==> src/rtl/gb_bus_pkg.sv <==
// gb_bus_pkg
//   Shared constants and types for the CPU bus interconnect: system register
//   addresses, echo RAM window, OAM base, DMA transfer length and the DMA
//   state encoding. Also provides the echo RAM address remap helper.
package gb_bus_pkg;

    localparam logic [15:0] ADDR_IE       = 16'hFFFF;
    localparam logic [15:0] ADDR_IF       = 16'hFF0F;
    localparam logic [15:0] ADDR_BOOT_OFF = 16'hFF50;
    localparam logic [15:0] ADDR_DMA      = 16'hFF46;

    localparam logic [15:0] ECHO_LO  = 16'hE000;
    localparam logic [15:0] ECHO_HI  = 16'hFDFF;
    localparam logic [15:0] ECHO_OFS = 16'h2000;

    localparam logic [15:0] OAM_BASE = 16'hFE00;
    localparam int          DMA_LEN  = 160;

    typedef enum logic [1:0] {
        IDLE  = 2'd0,
        START = 2'd1,
        RD    = 2'd2,
        WR    = 2'd3
    } dma_state_t;

    // Echo RAM (E000-FDFF) aliases work RAM at C000-DDFF. FE00 and above
    // are real OAM/IO space and must never be remapped.
    function automatic logic [15:0] echo_remap(input logic [15:0] addr,
                                               input logic        enable);
        if (enable && (addr >= ECHO_LO) && (addr <= ECHO_HI))
            return addr - ECHO_OFS;
        else
            return addr;
    endfunction

endpackage

==> src/rtl/gb_oam_dma.sv <==
// gb_oam_dma
//   OAM DMA engine: copies DMA_LEN bytes from {src,00}..{src,9F} to
//   FE00..FE9F, alternating one read cycle and one write cycle per byte.
//   Ports:
//     clk, reset_n   clock, synchronous active-low reset (aborts a transfer)
//     start          one-cycle request, accepted only in IDLE
//     src_in         source high byte captured on start
//     rd_data        slave read data for the current read address
//     addr           bus address while busy (read source or OAM target)
//     wr             write strobe (WR state)
//     wr_data        byte latched during the preceding RD state
//     src            last accepted source high byte (read back at FF46)
//     state          current FSM state (debug / busy decode)
module gb_oam_dma
    import gb_bus_pkg::*;
(
    input  logic        clk,
    input  logic        reset_n,
    input  logic        start,
    input  logic [7:0]  src_in,
    input  logic [7:0]  rd_data,
    output logic [15:0] addr,
    output logic        wr,
    output logic [7:0]  wr_data,
    output logic [7:0]  src,
    output dma_state_t  state
);

    logic [7:0] idx;
    logic [7:0] data_q;

    always_ff @(posedge clk) begin
        if (!reset_n) begin
            state  <= IDLE;
            idx    <= 8'd0;
            data_q <= 8'd0;
            src    <= 8'd0;
        end else begin
            case (state)
                IDLE: begin
                    if (start) begin
                        src   <= src_in;
                        idx   <= 8'd0;
                        state <= START;
                    end
                end
                START: state <= RD;
                RD: begin
                    data_q <= rd_data;
                    state  <= WR;
                end
                WR: begin
                    if (idx == 8'(DMA_LEN - 1)) begin
                        state <= IDLE;
                    end else begin
                        idx   <= idx + 8'd1;
                        state <= RD;
                    end
                end
                default: state <= IDLE;
            endcase
        end
    end

    // Outputs decode directly from registered state, so they are glitch-free
    // relative to the state register.
    assign addr    = (state == WR) ? {OAM_BASE[15:8], idx} : {src, idx};
    assign wr      = (state == WR);
    assign wr_data = data_q;

endmodule

==> src/rtl/gb_bus_ctrl.sv <==
// gb_bus_ctrl
//   CPU bus interconnect. Decodes the CPU address onto NUM_SLAVES slaves
//   (lowest active index wins), remaps echo RAM, and owns the IE, IF and
//   boot-ROM-disable registers. Optional OAM DMA is built when the macro
//   GB_BUS_OAM_DMA_EN is defined; otherwise FF46 reads FF and cpu_stall is 0.
//   Ports:
//     clk, reset_n                   clock, synchronous active-low reset
//     cpu_addr/cpu_data_w/cpu_do_write   CPU bus cycle
//     cpu_data_r                     combinational read data
//     cpu_stall                      CPU holds its cycle while high
//     slv_addr/slv_data_w/slv_do_write   shared slave bus
//     slv_data_r/slv_active          per-slave read data and address claim
//     irq_req/irq_ack/irq_ack_idx    interrupt set pulses and acknowledge
//     irq_pending                    registered IE & IF
//     bootrom_enabled                boot ROM overlay flag
//   Bus contract: there is no ready handshake on the CPU side; a CPU cycle
//   presented while cpu_stall is high is not performed (writes are dropped,
//   reads return FF) and the CPU is expected to hold it.
module gb_bus_ctrl
    import gb_bus_pkg::*;
#(
    parameter int NUM_SLAVES  = 6,
    parameter int INT_BITS    = 5,
    parameter int ECHO_MIRROR = 1
) (
    input  logic                    clk,
    input  logic                    reset_n,
    input  logic [15:0]             cpu_addr,
    input  logic [7:0]              cpu_data_w,
    input  logic                    cpu_do_write,
    output logic [7:0]              cpu_data_r,
    output logic                    cpu_stall,
    output logic [15:0]             slv_addr,
    output logic [7:0]              slv_data_w,
    output logic                    slv_do_write,
    input  logic [8*NUM_SLAVES-1:0] slv_data_r,
    input  logic [NUM_SLAVES-1:0]   slv_active,
    input  logic [INT_BITS-1:0]     irq_req,
    input  logic                    irq_ack,
    input  logic [2:0]              irq_ack_idx,
    output logic [INT_BITS-1:0]     irq_pending,
    output logic                    bootrom_enabled
);

    logic [7:0]          ie_q;
    logic [7:0]          ie_next;
    logic [INT_BITS-1:0] if_q;
    logic [INT_BITS-1:0] if_base;
    logic [INT_BITS-1:0] if_next;
    logic [INT_BITS-1:0] ack_mask;
    logic [7:0]          if_rd;
    logic [7:0]          slave_rd;
    logic [7:0]          dma_rd;
    logic                is_internal;
    logic                cpu_wr;
    logic                dma_busy;
    logic [15:0]         dma_addr;
    logic                dma_wr;
    logic [7:0]          dma_data;

    assign is_internal = (cpu_addr == ADDR_IE) || (cpu_addr == ADDR_IF) ||
                         (cpu_addr == ADDR_BOOT_OFF) || (cpu_addr == ADDR_DMA);

    // CPU register writes are ignored while DMA owns the bus.
    assign cpu_wr = cpu_do_write & ~dma_busy;

`ifdef GB_BUS_OAM_DMA_EN
    dma_state_t dma_state;
    logic [7:0] dma_src;

    gb_oam_dma u_dma (
        .clk     (clk),
        .reset_n (reset_n),
        .start   (cpu_wr && (cpu_addr == ADDR_DMA)),
        .src_in  (cpu_data_w),
        .rd_data (slave_rd),
        .addr    (dma_addr),
        .wr      (dma_wr),
        .wr_data (dma_data),
        .src     (dma_src),
        .state   (dma_state)
    );

    assign dma_busy = (dma_state != IDLE);
    assign dma_rd   = dma_src;
`else
    assign dma_busy = 1'b0;
    assign dma_addr = 16'h0000;
    assign dma_wr   = 1'b0;
    assign dma_data = 8'h00;
    assign dma_rd   = 8'hFF;
`endif

    assign cpu_stall = dma_busy;

    // The DMA read address goes through the same echo remap as the CPU.
    assign slv_addr   = echo_remap(dma_busy ? dma_addr : cpu_addr, ECHO_MIRROR != 0);
    assign slv_data_w = dma_busy ? dma_data : cpu_data_w;
    assign slv_do_write = reset_n & (dma_busy ? dma_wr : (cpu_do_write & ~is_internal));

    // Scan from the top down so the lowest active index is the last writer.
    always_comb begin
        slave_rd = 8'hFF;
        for (int i = NUM_SLAVES - 1; i >= 0; i--) begin
            if (slv_active[i])
                slave_rd = slv_data_r[8*i +: 8];
        end
    end

    always_comb begin
        if_rd                 = 8'hFF;
        if_rd[INT_BITS-1:0]   = if_q;
    end

    always_comb begin
        if (dma_busy)                       cpu_data_r = 8'hFF;
        else if (cpu_addr == ADDR_IE)       cpu_data_r = ie_q;
        else if (cpu_addr == ADDR_IF)       cpu_data_r = if_rd;
        else if (cpu_addr == ADDR_BOOT_OFF) cpu_data_r = 8'hFF;
        else if (cpu_addr == ADDR_DMA)      cpu_data_r = dma_rd;
        else                                cpu_data_r = slave_rd;
    end

    // Acknowledges beyond the implemented sources never match any bit.
    always_comb begin
        ack_mask = '0;
        for (int i = 0; i < INT_BITS; i++)
            ack_mask[i] = irq_ack && (irq_ack_idx == 3'(i));
    end

    // Requests are OR-ed in last so a set always beats a same-cycle clear.
    assign if_base = (cpu_wr && (cpu_addr == ADDR_IF)) ? cpu_data_w[INT_BITS-1:0] : if_q;
    assign if_next = (if_base & ~ack_mask) | irq_req;
    assign ie_next = (cpu_wr && (cpu_addr == ADDR_IE)) ? cpu_data_w : ie_q;

    always_ff @(posedge clk) begin
        if (!reset_n) begin
            ie_q            <= 8'h00;
            if_q            <= '0;
            irq_pending     <= '0;
            bootrom_enabled <= 1'b1;
        end else begin
            ie_q        <= ie_next;
            if_q        <= if_next;
            irq_pending <= ie_next[INT_BITS-1:0] & if_next;
            if (cpu_wr && (cpu_addr == ADDR_BOOT_OFF) && (cpu_data_w != 8'h00))
                bootrom_enabled <= 1'b0;
        end
    end

endmodule
==> config.mk <==
export PLATFORM = sky130hd
export DESIGN_NAME = gb_bus_ctrl
export DESIGN_NICKNAME = d
export VERILOG_FILES = /design/src/rtl/gb_bus_pkg.sv /design/src/rtl/gb_oam_dma.sv /design/src/rtl/gb_bus_ctrl.sv
export SDC_FILE = /design/constraint.sdc
export NUM_CORES = 1
export LEC_CHECK = 0
export ABC_AREA = 1
export CORE_ASPECT_RATIO = 0.9
export CORE_UTILIZATION = 37
export DETAILED_ROUTE_END_ITERATION = 16
export PLACE_DENSITY = 0.87
export SLEW_MARGIN = 0
export SYNTH_ARGS = -nofsm -noshare
export SYNTH_HDL_FRONTEND = slang
export SYNTH_SLANG_ARGS = --single-unit
export TNS_END_PERCENT = 30
==> constraint.sdc <==
create_clock -name clk -period 1.9 [get_ports clk]
set_input_delay 0.38 -clock clk [delete_from_list [all_inputs] [get_ports clk]]
set_output_delay 0.38 -clock clk [all_outputs]
set_load 0.03 [all_outputs]
# ---- Yosys cells after proc, flatten, opt, wreduce, memory -nomap -nowiden
# Index checks and enable logic that the tools add are counted.
dict set report totals {
  word_cells 51
  register_bits 19
  inputBits 90
  output_inout_bits 40
}
dict set report op_classes {
  eq_ne 8
  reduce_logical 15
  n_addsub 1
  bitwise 7
  n_lt_le_gt_ge 2
  mux 13
}
# operator n
set op_table {}
lappend op_table {{$mux W8} 10}
lappend op_table {{$eq A16 B16 Y1 const B} 4}
lappend op_table {{$ge A16 B16 Y1 const B} 1}
lappend op_table {{$le A16 B16 Y1 const B} 1}
lappend op_table {{$mux W16} 1}
lappend op_table {{$sub A16 B14 Y16 const B} 1}
lappend op_table {{$and A5 B5 Y5} 2}
lappend op_table {{$logic_and A1 B1 Y1} 10}
lappend op_table {{$mux W5} 2}
lappend op_table {{$reduce_bool A8 Y1} 1}
lappend op_table {{$eq A3 B2 Y1 const B} 2}
lappend op_table {{$not A5 Y5} 1}
lappend op_table {{$or A5 B5 Y5} 1}
lappend op_table {{$eq A3 B1 Y1 const B} 1}
lappend op_table {{$eq A3 B3 Y1 const B} 1}
lappend op_table {{$logic_not A3 Y1} 1}
lappend op_table {{$logic_or A1 B1 Y1} 3}
lappend op_table {{$and A1 B1 Y1} 2}
lappend op_table {{$not A1 Y1} 1}

# ---- Depth between registers and ports, before layout
# Gate-level depths: netlist of run 1.
dict set report logic_depth {
  ltp_word 10
  mapped_depth 12
}

# ---- Worst setup path after synthesis of run 1
# Ideal clock, no wire load.
dict set report synth_path {
  path_kind {input -> output}
  startpoint {in cpu_addr[11]}
  endpoint {out slv_do_write}
  stages 8
  path_slack_ns 0.159
  required_time_ns 1.520
  arrival_ns 1.361
  path_cell_list {nand2_1 > nor2_2 > nand2_2 > inv_2 > nand2_1 > nand2_1 > nor2_1 > and3_1}
}
dict set report synth_via {
  elab_chain_len 7
  word_cells_on_any_way 10
  classes_between {4 x eq/ne; 3 x bitwise; 3 x reduce/logical}
}
# element line_no
set synth_lines {}
lappend synth_lines {{from (decl)} gb_bus_ctrl.sv:28} ;# input logic [15:0] cpu_addr,
lappend synth_lines {{$eq A16 B16 Y1} gb_bus_ctrl.sv:61} ;# assign is_internal = (cpu_addr == ADDR_IE) || (cpu_addr == ADDR_IF) ||
lappend synth_lines {{$logic_or A1 B1 Y1 (2 in a row)} gb_bus_ctrl.sv:61}
lappend synth_lines {{$logic_or A1 B1 Y1 (*)} gb_bus_ctrl.sv:62} ;# (cpu_addr == ADDR_BOOT_OFF) || (cpu_addr == ADDR_DMA);
lappend synth_lines {{$not A1 Y1 (*)} gb_bus_ctrl.sv:99} ;# assign slv_do_write = reset_n & (dma_busy ? dma_wr : (cpu_do_write & ~is_internal));
lappend synth_lines {{$and A1 B1 Y1 (*) (2 in a row)} gb_bus_ctrl.sv:99}
lappend synth_lines {{to (decl)} gb_bus_ctrl.sv:35} ;# output logic slv_do_write,
# Mark *: on every way between the ends. The rest lies on a longest branch, timed or not.

# ---- Worst setup path in the final report of run 1
dict set report layout_path {
  startpoint {in cpu_addr[8]}
  endpoint {out cpu_data_r[0]}
}
dict set report layout_via {
  elab_chain_len 5
  word_cells_on_any_way 8
  classes_between {4 x eq/ne; 4 x mux}
}
# element line_no
set layout_lines {}
lappend layout_lines {{$eq A16 B16 Y1} gb_bus_ctrl.sv:120} ;# else if (cpu_addr == ADDR_DMA) cpu_data_r = dma_rd;
lappend layout_lines {{$mux W8} gb_bus_ctrl.sv:120}
lappend layout_lines {{$mux W8} gb_bus_ctrl.sv:119} ;# else if (cpu_addr == ADDR_BOOT_OFF) cpu_data_r = 8'hFF;
lappend layout_lines {{$mux W8} gb_bus_ctrl.sv:118} ;# else if (cpu_addr == ADDR_IF) cpu_data_r = if_rd;
lappend layout_lines {{$mux W8 (*)} gb_bus_ctrl.sv:117} ;# else if (cpu_addr == ADDR_IE) cpu_data_r = ie_q;
lappend layout_lines {{to (decl)} gb_bus_ctrl.sv:31} ;# output logic [7:0] cpu_data_r,
# Marks and branches as above.

==> reports/qor.csv, run 1 <==
stage,metric,value,unit
synth,Syn. warnings,0,
routing,Iteration-0 DRC Markers,252,
synth,Synth top cells by count,"127 x nand2_1, 52 x nor2_1, 41 x inv_1, 26 x nand3_1, 23 x buf_4",
timing,minimum clock period,1.989,ns
synth,predominant post-synthesis flop cell,dfxtp_1,
cts,Worst-Skew Late Latency,0.26,ns
routing,routed wl met3,895,um
critical_path,WS Path Type,primary input to output pin,
routing,DR top layer,met4,
floorplan,Die Span Y,71.13,um
timing,fmax,502.9,MHz
synth,synth top area cells,"nand2_1 24%, dfxtp_1 19%, nor2_1 9.9%",
status,failing checks,negative setup slack,
routing,routed via count,2983,
pwr,register share of total power,29.7,%
timing,Final Cycle Share,104.7,%
pwr,switching power,499.5,uW
cts,CTS tree,yes,
grt,number of global-route vias before repair,2604,
cts,CTS sink count,19,
cts,total CTS buffers,3,
placement,detailed placement HPWL,5.447,mm
critical_path,Startpoint Class,primary input,
routing,drc violations,0,
timing,Max Clock Skew,0.001592,ns
synth,"Seq/Total Area, Yosys",19.36,%
synth,Synth area leader,nand2_1,
synth,Synth Instances,361,
placement,pre-CTS WS,-0.4828,ns
synth,Synth cell types,26,
floorplan,# IOs,130,
timing,Final setup violation count,9,
job,max cap viols,0,
grt,global route overflow,0,
pwr,Clock power frac,21.0,%
pwr,Sw Ratio,35.85,%
floorplan,Die W,78.81,um
cts,Max Buffers Root-to-Sink,2,
synth,"EDFF count, synth",0,
pwr,leak pwr,2.071,nW
routing,1st-pass router iterations,7,
routing,Wirelength per Cell,15.29,um
synth,most frequent cell after synthesis,nand2_1,
synth,Yosys reg bits,19,
grt,Total Routing Usage GR,26.39,%
cells_and_area,share of cells above drive strength 1,37.33,%
pwr,Internal Power,893.6,uW
critical_path,CP endpoint kind,output pin,
pwr,combinational share of power,49.2,%
grt,initial antenna violation count,0,
cells_and_area,area delta synth->final,97.39,%
routing,met1 WL,3.054,mm
cells_and_area,count of non-filler cells in the finished layout,574,
status,outcome,"finished, violations left",
min_path,Hold Path Class,flop to flop,
floorplan,Initial Util,39.41,%
routing,vias per cell,5.197,
pwr,maximum VDD drop,0.4266,mV
timing,final count of pins violating max slew,0,
critical_path,R2R Setup Slk,1.03,ns
critical_path,Worst Path Max Fanout,5,
timing,Final Worst Setup Slack,-0.08860,ns
floorplan,die area,0.005605,sq mm
placement,Placed Cells,553,
synth,Synth Net Count,452,
placement,I/O Buffers,128,
cts,Post-CTS Hold Buffers,0,
synth,Mapped Avg Cell Area,5.442,sq um
timing,Final Hold Viols,0,
cts,H-Tree Depth,1,
critical_path,Reg2Reg Depth,4,
critical_path,Worst EP arrival,1.61,ns
routing,Routed Antenna Nets,0,
floorplan,Rows,24,
timing,RSZ-0062 raised after global routing,yes,
cells_and_area,Inserted Diodes,0,
routing,Routed WL,8.775,mm
grt,first-pass GRT wire length,11.65,mm
cts,Clock Tree Root,clkbuf_8,
cells_and_area,Layout Nets,601,
cells_and_area,Final Util,77.79,%
synth,area share of the largest cell type after synthesis,24.27,%
synth,share of flip-flops with an asynchronous set or reset,0,%
placement,routability cong.,0.9174,
min_path,Hold Crit Depth,2,
cts,"CTS clk-pin slew, worst paths",0.07,ns
floorplan,Core Area,0.004985,sq mm
synth,Mapped Area,0.001964,sq mm
critical_path,CP required,1.52,ns
pwr,PwrDens,359.3,mW/mm^2
grt,largest net degree at the start of global routing,17,
routing,WL met2,4.375,mm
## cells by family (layout without fill, tap and decap cells)
family	Yosys count	in the layout	synth area share, %
simple gates	239	239	52.16
buf+inv	74	222	19.62
compound gates	27	27	8.025
flops	19	19	19.36
fa+ha+maj	1	1	0.6368
other cells	1	1	0.1909
## flip-flops by register name, indices dropped and copies added (netlist names)
register         cells
bootrom_enabled      1
if_q                 5
irq_pending          5
ie_q                 8
## final timing paths
check / to / startpoint
setup reg to reg: if_q[2] / if_q[2]
hold / removal: bootrom_enabled / bootrom_enabled
hold reg to reg: bootrom_enabled / bootrom_enabled
setup / recovery: cpu_data_r[0] / cpu_addr[8]
## power groups by stage
stage | Sequential (mW) | Clock [mW] | Combinational [mW]
3_3_place_gp | 0.420 | 0 | 0.586
6_report | 0.414 | 0.293 | 0.686
4_1_cts | 0.410 | 0.290 | 0.625
5_1_grt | 0.414 | 0.309 | 0.726
2_1_floorplan | 0.418 | 0 | 0.294
3_5_place_dp | 0.419 | 0 | 0.595
## through the flow
| step | setup TNS [ns] | cell area (sq um) | hold WS [ns] | power [mW] |
|---|---|---|---|---|
| 6_report | -0.3221 | 3877 | 0.4604 | 1.393 |
| 5_1_grt | -0.8514 | 3877 | 0.5096 | 1.449 |
| 4_1_cts | -0.02050 | 3548 | 0.4610 | 1.326 |
| 3_5_place_dp | -8.256 | 3262 | 0.4436 | 1.015 |
| 3_3_place_gp | -7.404 | 3262 | 0.4416 | 1.005 |
| 2_1_floorplan | 0 | 1964 | 0.4550 | 0.7115 |
## cell usage in the layout, fill, tap and decap left out, types with 3 or more instances in the layout
cell type / count
or2_4: 6
buf_6: 29
clkbuf_8: 3
inv_2: 7
o21ai_1: 3
buf_4: 63
nand3_1: 11
nor2_4: 14
dfxtp_1: 19
nor2_2: 11
inv_1: 34
dlygate4sd2_1: 10
nand2_2: 14
a21oi_1: 13
nor2_1: 34
nand4_1: 12
clkdlybuf4s50_1: 54
a21oi_2: 5
nand3_2: 13
nand2_1: 105
nand2_4: 9
dlymetal6s2s_1: 12
o21ai_0: 3
## per-layer routing
metal,track usage (%),vias to the layer above
li1,-,1400
met1,29.21,1320
met2,49.47,203
met3,5.032,60
met4,9.877,0
met5,0,-
## repair_timing
action / in CTS / in global routing
endpoints found under the setup margin: 12 / 10
gates resized for setup: 149 / 96
pin swaps: 44 / 58
gates cloned: 1 / 1
buffers inserted: 12 / 3
## critical path, stage by stage
cell and delay [ns]:
buf_2 0.11, nand2_2 0.07, nor2_4 0.16, nand2_4 0.13
inv_8 0.12, nand3_4 0.10, inv_2 0.15, nor2_1 0.08
nand2_1 0.10, nand2_2 0.07, buf_6 0.14
## cell type report
cell class	instances	area [sq um]
tap	65	81.33
timing repair inverter	2	15.01
fill	343	1107
clock buffer	4	45.04
sequential	19	380.4
multi-input combinational	268	1551
inverter	42	165.2
timing repair buffer	174	1639
(Power assumes the default switching activity.)
==> run 2: changes to the inputs <==
--- a/config.mk
+++ b/config.mk
@@ -6,10 +6,13 @@
 export NUM_CORES = 1
 export LEC_CHECK = 0
 export ABC_AREA = 1
+export CAP_MARGIN = 0
 export CORE_ASPECT_RATIO = 0.9
+export CORE_MARGIN = 3
 export CORE_UTILIZATION = 37
 export DETAILED_ROUTE_END_ITERATION = 16
 export PLACE_DENSITY = 0.87
+export SKIP_CTS_REPAIR_TIMING = 1
 export SLEW_MARGIN = 0
 export SYNTH_ARGS = -nofsm -noshare
 export SYNTH_HDL_FRONTEND = slang
==> run 2 against run 1 <==
Against the previous run:
- the flow still finishes with violations (negative setup slack)
- register-to-register slack improved by 0.04 ns
- hold slack lost 0.0079 ns
- design area fell by 3.4%
- first-iteration DRC count decreased by 1.6%
- combinational power decreased by 3%
- sequential share of layout area increased by 0.34 points
- total power decreased by 2.3%
- wire length fell by 4.6%
- clock skew is 0.0048 ns higher
- flip-flop and latch count stayed put
- critical path depth is 1 higher
- clock power is 4% lower
- largest cell class unchanged
==> reports/qor.csv, run 2 (synthesized netlist as in run 1, its figures left out) <==
stage,metric,value,unit,change
critical_path,WS Path Type,primary input to output pin,,unchanged
routing,routed via count,2869,,was 2983
timing,Final Hold Viols,0,,unchanged
placement,I/O Buffers,128,,unchanged
critical_path,Worst EP arrival,1.56,ns,was 1.61 ns
cells_and_area,max reg flops,8,,unchanged
routing,Routed WL,8.375,mm,was 8.775 mm
cells_and_area,Final Util,75.15,%,was 77.79%
status,outcome,"finished, violations left",,unchanged
placement,routability cong.,0.8870,,was 0.9174
pwr,PwrDens,363.4,mW/mm^2,was 359.3 mW/mm^2
grt,initial antenna violation count,0,,unchanged
timing,Final setup violation count,6,,was 9
job,max cap viols,0,,unchanged
cts,CTS sink count,19,,unchanged
floorplan,Die W,82.81,um,was 78.81 um
routing,Wirelength per Cell,14.64,um,was 15.29 um
grt,first-pass GRT wire length,11.30,mm,was 11.65 mm
floorplan,# IOs,130,,unchanged
placement,DP Area,0.003269,sq mm,was 0.003262 sq mm
floorplan,Rows,24,,unchanged
cts,Clock Tree Root,clkbuf_8,,unchanged
routing,Iteration-0 DRC Markers,248,,was 252
cts,H-Tree Depth,1,,unchanged
placement,detailed placement HPWL,5.801,mm,was 5.447 mm
routing,vias per cell,5.016,,was 5.197
critical_path,CP endpoint kind,output pin,,unchanged
timing,RSZ-0062 raised after global routing,yes,,unchanged
floorplan,Initial Util,39.41,%,unchanged
floorplan,die area,0.006221,sq mm,was 0.005605 sq mm
floorplan,Core Area,0.004985,sq mm,unchanged
critical_path,reg2reg start,if_q[2],,unchanged
critical_path,CP required,1.52,ns,about the same
min_path,Hold Path Class,flop to flop,,unchanged
critical_path,"Slowest-stage cell, CP",nor2_4,,unchanged
cts,Worst-Skew Late Latency,0.25,ns,was 0.26 ns
timing,Final Worst Setup Slack,-0.04105,ns,was -0.08860 ns
cells_and_area,Inserted Diodes,0,,unchanged
min_path,hold_sp,bootrom_enabled,,unchanged
critical_path,Buf/Inv on CP,4,,unchanged
cts,CTS tree,yes,,unchanged
routing,drc violations,0,,unchanged
status,failing checks,negative setup slack,,unchanged
cells_and_area,share of cells above drive strength 1,34.52,%,was 37.33%
cells_and_area,fin area,0.003746,sq mm,was 0.003877 sq mm
grt,global route overflow,0,,unchanged
cells_and_area,"commonest cells after routing, fill and taps aside","110 x nand2_1, 65 x buf_4, 50 x clkdlybuf4s50_1",,"was 105 x nand2_1, 63 x buf_4, 54 x clkdlybuf4s50_1"
cts,Max Buffers Root-to-Sink,2,,unchanged
placement,pre-CTS WS,-0.4974,ns,was -0.4828 ns
cts,"CTS clk-pin slew, worst paths",0.07,ns,about the same
critical_path,critical-path cell list,"clkbuf_2, inv_1, nor2_2, nand2_2, nor2_4, nand2_4, nand2_2, nor2_4, nand3_1, nand2_1, inv_2, buf_6",,"was buf_2, nand2_2, nor2_4, nand2_4, inv_8, nand3_4, inv_2, nor2_1, nand2_1, nand2_2, buf_6"
routing,1st-pass router iterations,5,,was 7
critical_path,Worst Path Max Fanout,6,,was 5
pwr,leak pwr,2.152,nW,was 2.071 nW
floorplan,Die Span Y,75.13,um,was 71.13 um
critical_path,Reg2Reg Depth,4,,unchanged
critical_path,R2R Setup Slk,1.07,ns,was 1.03 ns
cts,total CTS buffers,3,,unchanged
critical_path,Startpoint Class,primary input,,unchanged
cells_and_area,largest registers,"ie_q: 8 flops, if_q: 5 flops, irq_pending: 5 flops",,unchanged
critical_path,Critical Path Max Stage Delay,0.17,ns,was 0.16 ns
cells_and_area,"most common cell after layout, fill and taps aside",nand2_1,,unchanged
cells_and_area,Layout Nets,599,,was 601
timing,Max Clock Skew,0.006417,ns,was 0.001592 ns
routing,Routed Antenna Nets,0,,unchanged
timing,Final Cycle Share,102.2,%,was 104.7%
critical_path,Worst R2R End,if_q[2],,unchanged
timing,fmax,515.2,MHz,was 502.9 MHz
grt,number of global-route vias before repair,2576,,was 2604
cells_and_area,area delta synth->final,90.70,%,was 97.39%
critical_path,Crit path max-delay family,simple AND/OR/NAND/NOR gates,,unchanged
timing,setup TNS,-0.1336,ns,was -0.3221 ns
cells_and_area,Top reg by flops,ie_q,,unchanged
timing,minimum clock period,1.941,ns,was 1.989 ns
grt,largest net degree at the start of global routing,17,,unchanged
timing,final count of pins violating max slew,0,,unchanged
pwr,maximum VDD drop,0.4067,mV,was 0.4266 mV
min_path,hold endpoint,bootrom_enabled,,unchanged
grt,Total Routing Usage GR,21.69,%,was 26.39%
min_path,Hold Crit Depth,2,,unchanged
==> run 2: cell count changes in the layout (fill, tap and decap cells not counted), sizes merged <==
cell / change
dlygate4sd2: -10
dlymetal6s2s: +17
clkinvlp: -2
clkdlybuf4s15: -1
clkdlybuf4s50: -4
clkbuf: +9
buf: -11
==> run 2: tightest hold or removal path, stage by stage (launching register included) <==
cell	delay, ns
dfxtp_1	0.31
nand2_1	0.06
nand2_1	0.04
==> run 2: layout make-up <==
cell class | instances | area [sq um]
clock buffers | 4 | 45.04
multi-input cells | 268 | 1445
fillers | 363 | 1239
flip-flops and latches | 19 | 380.4
repair buffers | 174 | 1629
inverters | 42 | 165.2
well taps | 65 | 81.33
==> run 2: worst max-delay path by stage <==
stage,start,to,slack [ns],cells after the start
after floorplan,cpu_addr[11],slv_do_write,0.16,8
after global placement,cpu_addr[6],cpu_data_r[5],-0.48,12
after detailed placement,cpu_addr[6],cpu_data_r[5],-0.50,12
after CTS,cpu_addr[6],cpu_data_r[5],-0.51,12
after global routing,cpu_addr[1],cpu_data_r[4],-0.11,10
final,cpu_addr[4],cpu_data_r[7],-0.04,12
==> run 2: through the flow <==
stage | cells | hold WS (ns) | total power [mW]
floorplan | 361 | 0.4550 | 0.7115
global placement | 554 | 0.4414 | 1.009
detailed placement | 554 | 0.4383 | 1.019
CTS | 558 | 0.4546 | 1.290
global route | 572 | 0.4964 | 1.415
finish | 572 | 0.4525 | 1.361
==> run 2: where the power goes <==
part           total [mW]  internal [mW]  switching, mW
registers           0.412          0.406        0.00656
logic               0.668          0.327          0.341
clock network       0.281          0.149          0.132
==> run 2: per-layer routing <==
layer,share of wire [%],global-route usage (%),routed length (um)
met1,41,25.84,3402
met2,50,41.55,4171
met3,7.2,3.829,607
met4,2.3,4.537,194
met5,0,0,0
==> run 3: changes to the inputs <==
--- a/config.mk
+++ b/config.mk
@@ -9,9 +9,9 @@
 export CAP_MARGIN = 0
 export CORE_ASPECT_RATIO = 0.9
 export CORE_MARGIN = 3
-export CORE_UTILIZATION = 37
+export CORE_UTILIZATION = 30
 export DETAILED_ROUTE_END_ITERATION = 16
-export PLACE_DENSITY = 0.87
+export PLACE_DENSITY = 0.73
 export SKIP_CTS_REPAIR_TIMING = 1
 export SLEW_MARGIN = 0
 export SYNTH_ARGS = -nofsm -noshare
==> run 3 against run 2 <==
Against the previous run:
- the flow now finishes without violations
- flip-flop and latch count unchanged
- first-iteration DRC count decreased by 65%
- via count down 7.9%
- register-to-register slack improved by 0.07 ns
- combinational power down 0.7%
- design area is 1.2% lower
- critical path type unchanged
- critical endpoint is now cpu_data_r[2]
==> reports/qor.csv, run 3 (synthesized netlist as in run 1, its figures left out) <==
stage,metric,value,unit,change
critical_path,Worst R2R End,if_q[3],,was if_q[2]
pwr,Power Total,1.350,mW,was 1.361 mW
cts,CTS tree,yes,,unchanged
critical_path,reg2reg start,if_q[3],,was if_q[2]
cells_and_area,"most common cell after layout, fill and taps aside",nand2_1,,unchanged
cells_and_area,fin area,0.003700,sq mm,was 0.003746 sq mm
floorplan,Die Span Y,82.77,um,was 75.13 um
cells_and_area,max reg flops,8,,unchanged
cells_and_area,share of cells above drive strength 1,34.14,%,was 34.52%
cts,Clock Tree Root,clkbuf_8,,unchanged
critical_path,CP endpoint kind,output pin,,unchanged
critical_path,WS Path Type,primary input to output pin,,unchanged
grt,largest net degree at the start of global routing,12,,was 17
timing,Final Worst Setup Slack,0.02269,ns,was -0.04105 ns
cts,Worst-Skew Late Latency,0.25,ns,about the same
critical_path,Startpoint Class,primary input,,unchanged
cts,CTS sink count,19,,unchanged
pwr,maximum VDD drop,0.3039,mV,was 0.4067 mV
cells_and_area,"commonest cells after routing, fill and taps aside","111 x nand2_1, 57 x clkdlybuf4s50_1, 56 x buf_4",,"was 110 x nand2_1, 65 x buf_4, 50 x clkdlybuf4s50_1"
routing,Wirelength per Cell,12.85,um,was 14.64 um
cells_and_area,Inserted Diodes,0,,unchanged
cells_and_area,area delta synth->final,88.34,%,was 90.70%
critical_path,Worst Path Max Fanout,3,,was 6
cells_and_area,Top reg by flops,ie_q,,unchanged
placement,I/O Buffers,128,,unchanged
cells_and_area,Fillers,584,,was 363
min_path,hold endpoint,bootrom_enabled,,unchanged
min_path,Hold Path Class,flop to flop,,unchanged
placement,routability cong.,0.7932,,was 0.8870
routing,Iteration-0 DRC Markers,87,,was 248
floorplan,Initial Util,31.60,%,was 39.41%
critical_path,CP required,1.52,ns,about the same
floorplan,Rows,27,,was 24
pwr,PwrDens,365.0,mW/mm^2,was 363.4 mW/mm^2
placement,pre-CTS WS,-0.5152,ns,was -0.4974 ns
cts,Max Buffers Root-to-Sink,2,,unchanged
pwr,leak pwr,2.058,nW,was 2.152 nW
timing,RSZ-0062 raised after global routing,yes,,unchanged
critical_path,Crit path max-delay family,simple AND/OR/NAND/NOR gates,,unchanged
cells_and_area,footprint of the multi-input gates,0.001449,sq mm,was 0.001445 sq mm
placement,DP Area,0.003312,sq mm,was 0.003269 sq mm
status,outcome,"finished, final reports clean",,"was finished, violations left"
placement,detailed placement HPWL,6.110,mm,was 5.801 mm
cells_and_area,Layout Nets,590,,was 599
job,max cap viols,0,,unchanged
grt,Total Routing Usage GR,18.07,%,was 21.69%
timing,fmax,532.7,MHz,was 515.2 MHz
critical_path,Buf/Inv on CP,5,,was 4
floorplan,Die W,91.30,um,was 82.81 um
timing,Final setup violation count,0,,was 6
cts,H-Tree Depth,1,,unchanged
timing,Max Clock Skew,0.003494,ns,was 0.006417 ns
critical_path,Reg2Reg Depth,4,,unchanged
cells_and_area,Sequential Area,380.4,sq um,unchanged
grt,first-pass GRT wire length,11.15,mm,was 11.30 mm
cells_and_area,Final Util,59.52,%,was 75.15%
grt,global route overflow,0,,unchanged
min_path,hold_sp,bootrom_enabled,,unchanged
floorplan,Core Area,0.006216,sq mm,was 0.004985 sq mm
cells_and_area,largest registers,"ie_q: 8 flops, if_q: 5 flops, irq_pending: 5 flops",,unchanged
routing,routed via count,2643,,was 2869
routing,1st-pass router iterations,4,,was 5
critical_path,Critical Path Max Stage Delay,0.16,ns,was 0.17 ns
timing,Final Hold Viols,0,,unchanged
critical_path,CP most frequent cell,nand2_1,,
routing,drc violations,0,,unchanged
min_path,Hold Crit Depth,2,,unchanged
cts,"CTS clk-pin slew, worst paths",0.07,ns,about the same
critical_path,R2R Setup Slk,1.14,ns,was 1.07 ns
routing,vias per cell,4.518,,was 5.016
grt,initial antenna violation count,0,,unchanged
floorplan,# IOs,130,,unchanged
floorplan,die area,0.007556,sq mm,was 0.006221 sq mm
timing,minimum clock period,1.877,ns,was 1.941 ns
routing,Routed Antenna Nets,0,,unchanged
critical_path,critical-path cell list,"buf_8, buf_6, inv_2, nor2_2, nand2_1, nor2_2, nand2_4, buf_6, nand3_2, nor2_1, nand2_1, nand2_1, nand2_1, buf_6",,"was clkbuf_2, inv_1, nor2_2, nand2_2, nor2_4, nand2_4, nand2_2, nor2_4, nand3_1, nand2_1, inv_2, buf_6"
critical_path,"Slowest-stage cell, CP",nor2_2,,was nor2_4
timing,Final Cycle Share,98.81,%,was 102.2%
routing,Routed WL,7.519,mm,was 8.375 mm
timing,final count of pins violating max slew,0,,unchanged
cts,total CTS buffers,3,,unchanged
critical_path,Worst EP arrival,1.50,ns,was 1.56 ns
grt,number of global-route vias before repair,2463,,was 2576
-- run 3: cell count changes in the layout (fill, tap and decap cells not counted), sizes merged --
cell           before  now
clkdlybuf4s50      50   57
clkbuf             14   13
clkinv              0    1
dlymetal6s2s       29   21
buf                85   77
-- run 3: how the worst max path moves through the flow --
stage | endpoint | depth (start not counted) | slack (ns) | startpoint
CTS | cpu_data_r[4] | 11 | -0.52 | cpu_addr[15]
detailed placement | cpu_data_r[4] | 11 | -0.52 | cpu_addr[15]
finish | cpu_data_r[2] | 14 | 0.02 | cpu_addr[2]
global placement | cpu_data_r[0] | 10 | -0.47 | cpu_addr[0]
global route | cpu_data_r[1] | 9 | -0.07 | cpu_addr[6]
floorplan | slv_do_write | 8 | 0.16 | cpu_addr[11]
-- run 3: cell type report --
class                   count  share of cell area [%]
clock buffers               3                   1.116
multi-input cells         268                   39.16
clock inverters             1                  0.1353
well taps                  87                   2.942
flip-flops and latches     19                   10.28
inverters                  42                   4.464
repair buffers            165                   41.90
-- run 3: per-stage QoR --
stage               cells  hold WS (ns)  TNS [ns]
finish                585        0.4551         0
global route          585        0.4769   -0.4669
CTS                   582        0.4596    -6.233
detailed placement    578        0.4449    -10.14
global placement      578        0.4309    -8.630
floorplan             361        0.4550         0
-- run 3: layer usage --
layer	wire length (um)	share of wire, %	vias to the layer above	track usage (%)
met5	0	0	-	0
met4	13	0.17	0	1.807
met3	751	10	2	5.254
met2	3764	50	128	34.90
met1	2990	40	1134	20.60
li1	-	-	1379	-
-- run 3: worst reg2reg max path, cell delays in order, from the launching register on --
cell and delay [ns]:
dfxtp_1 0.35, nand2_1 0.07, nand2_1 0.07, nand2_1 0.08, a21oi_1 0.13
-- run 3: report_power, final --
group,switching [mW],internal [mW]
combinational,0.327,0.336
clock,0.131,0.145
sequential,0.00495,0.406
total,0.463,0.887
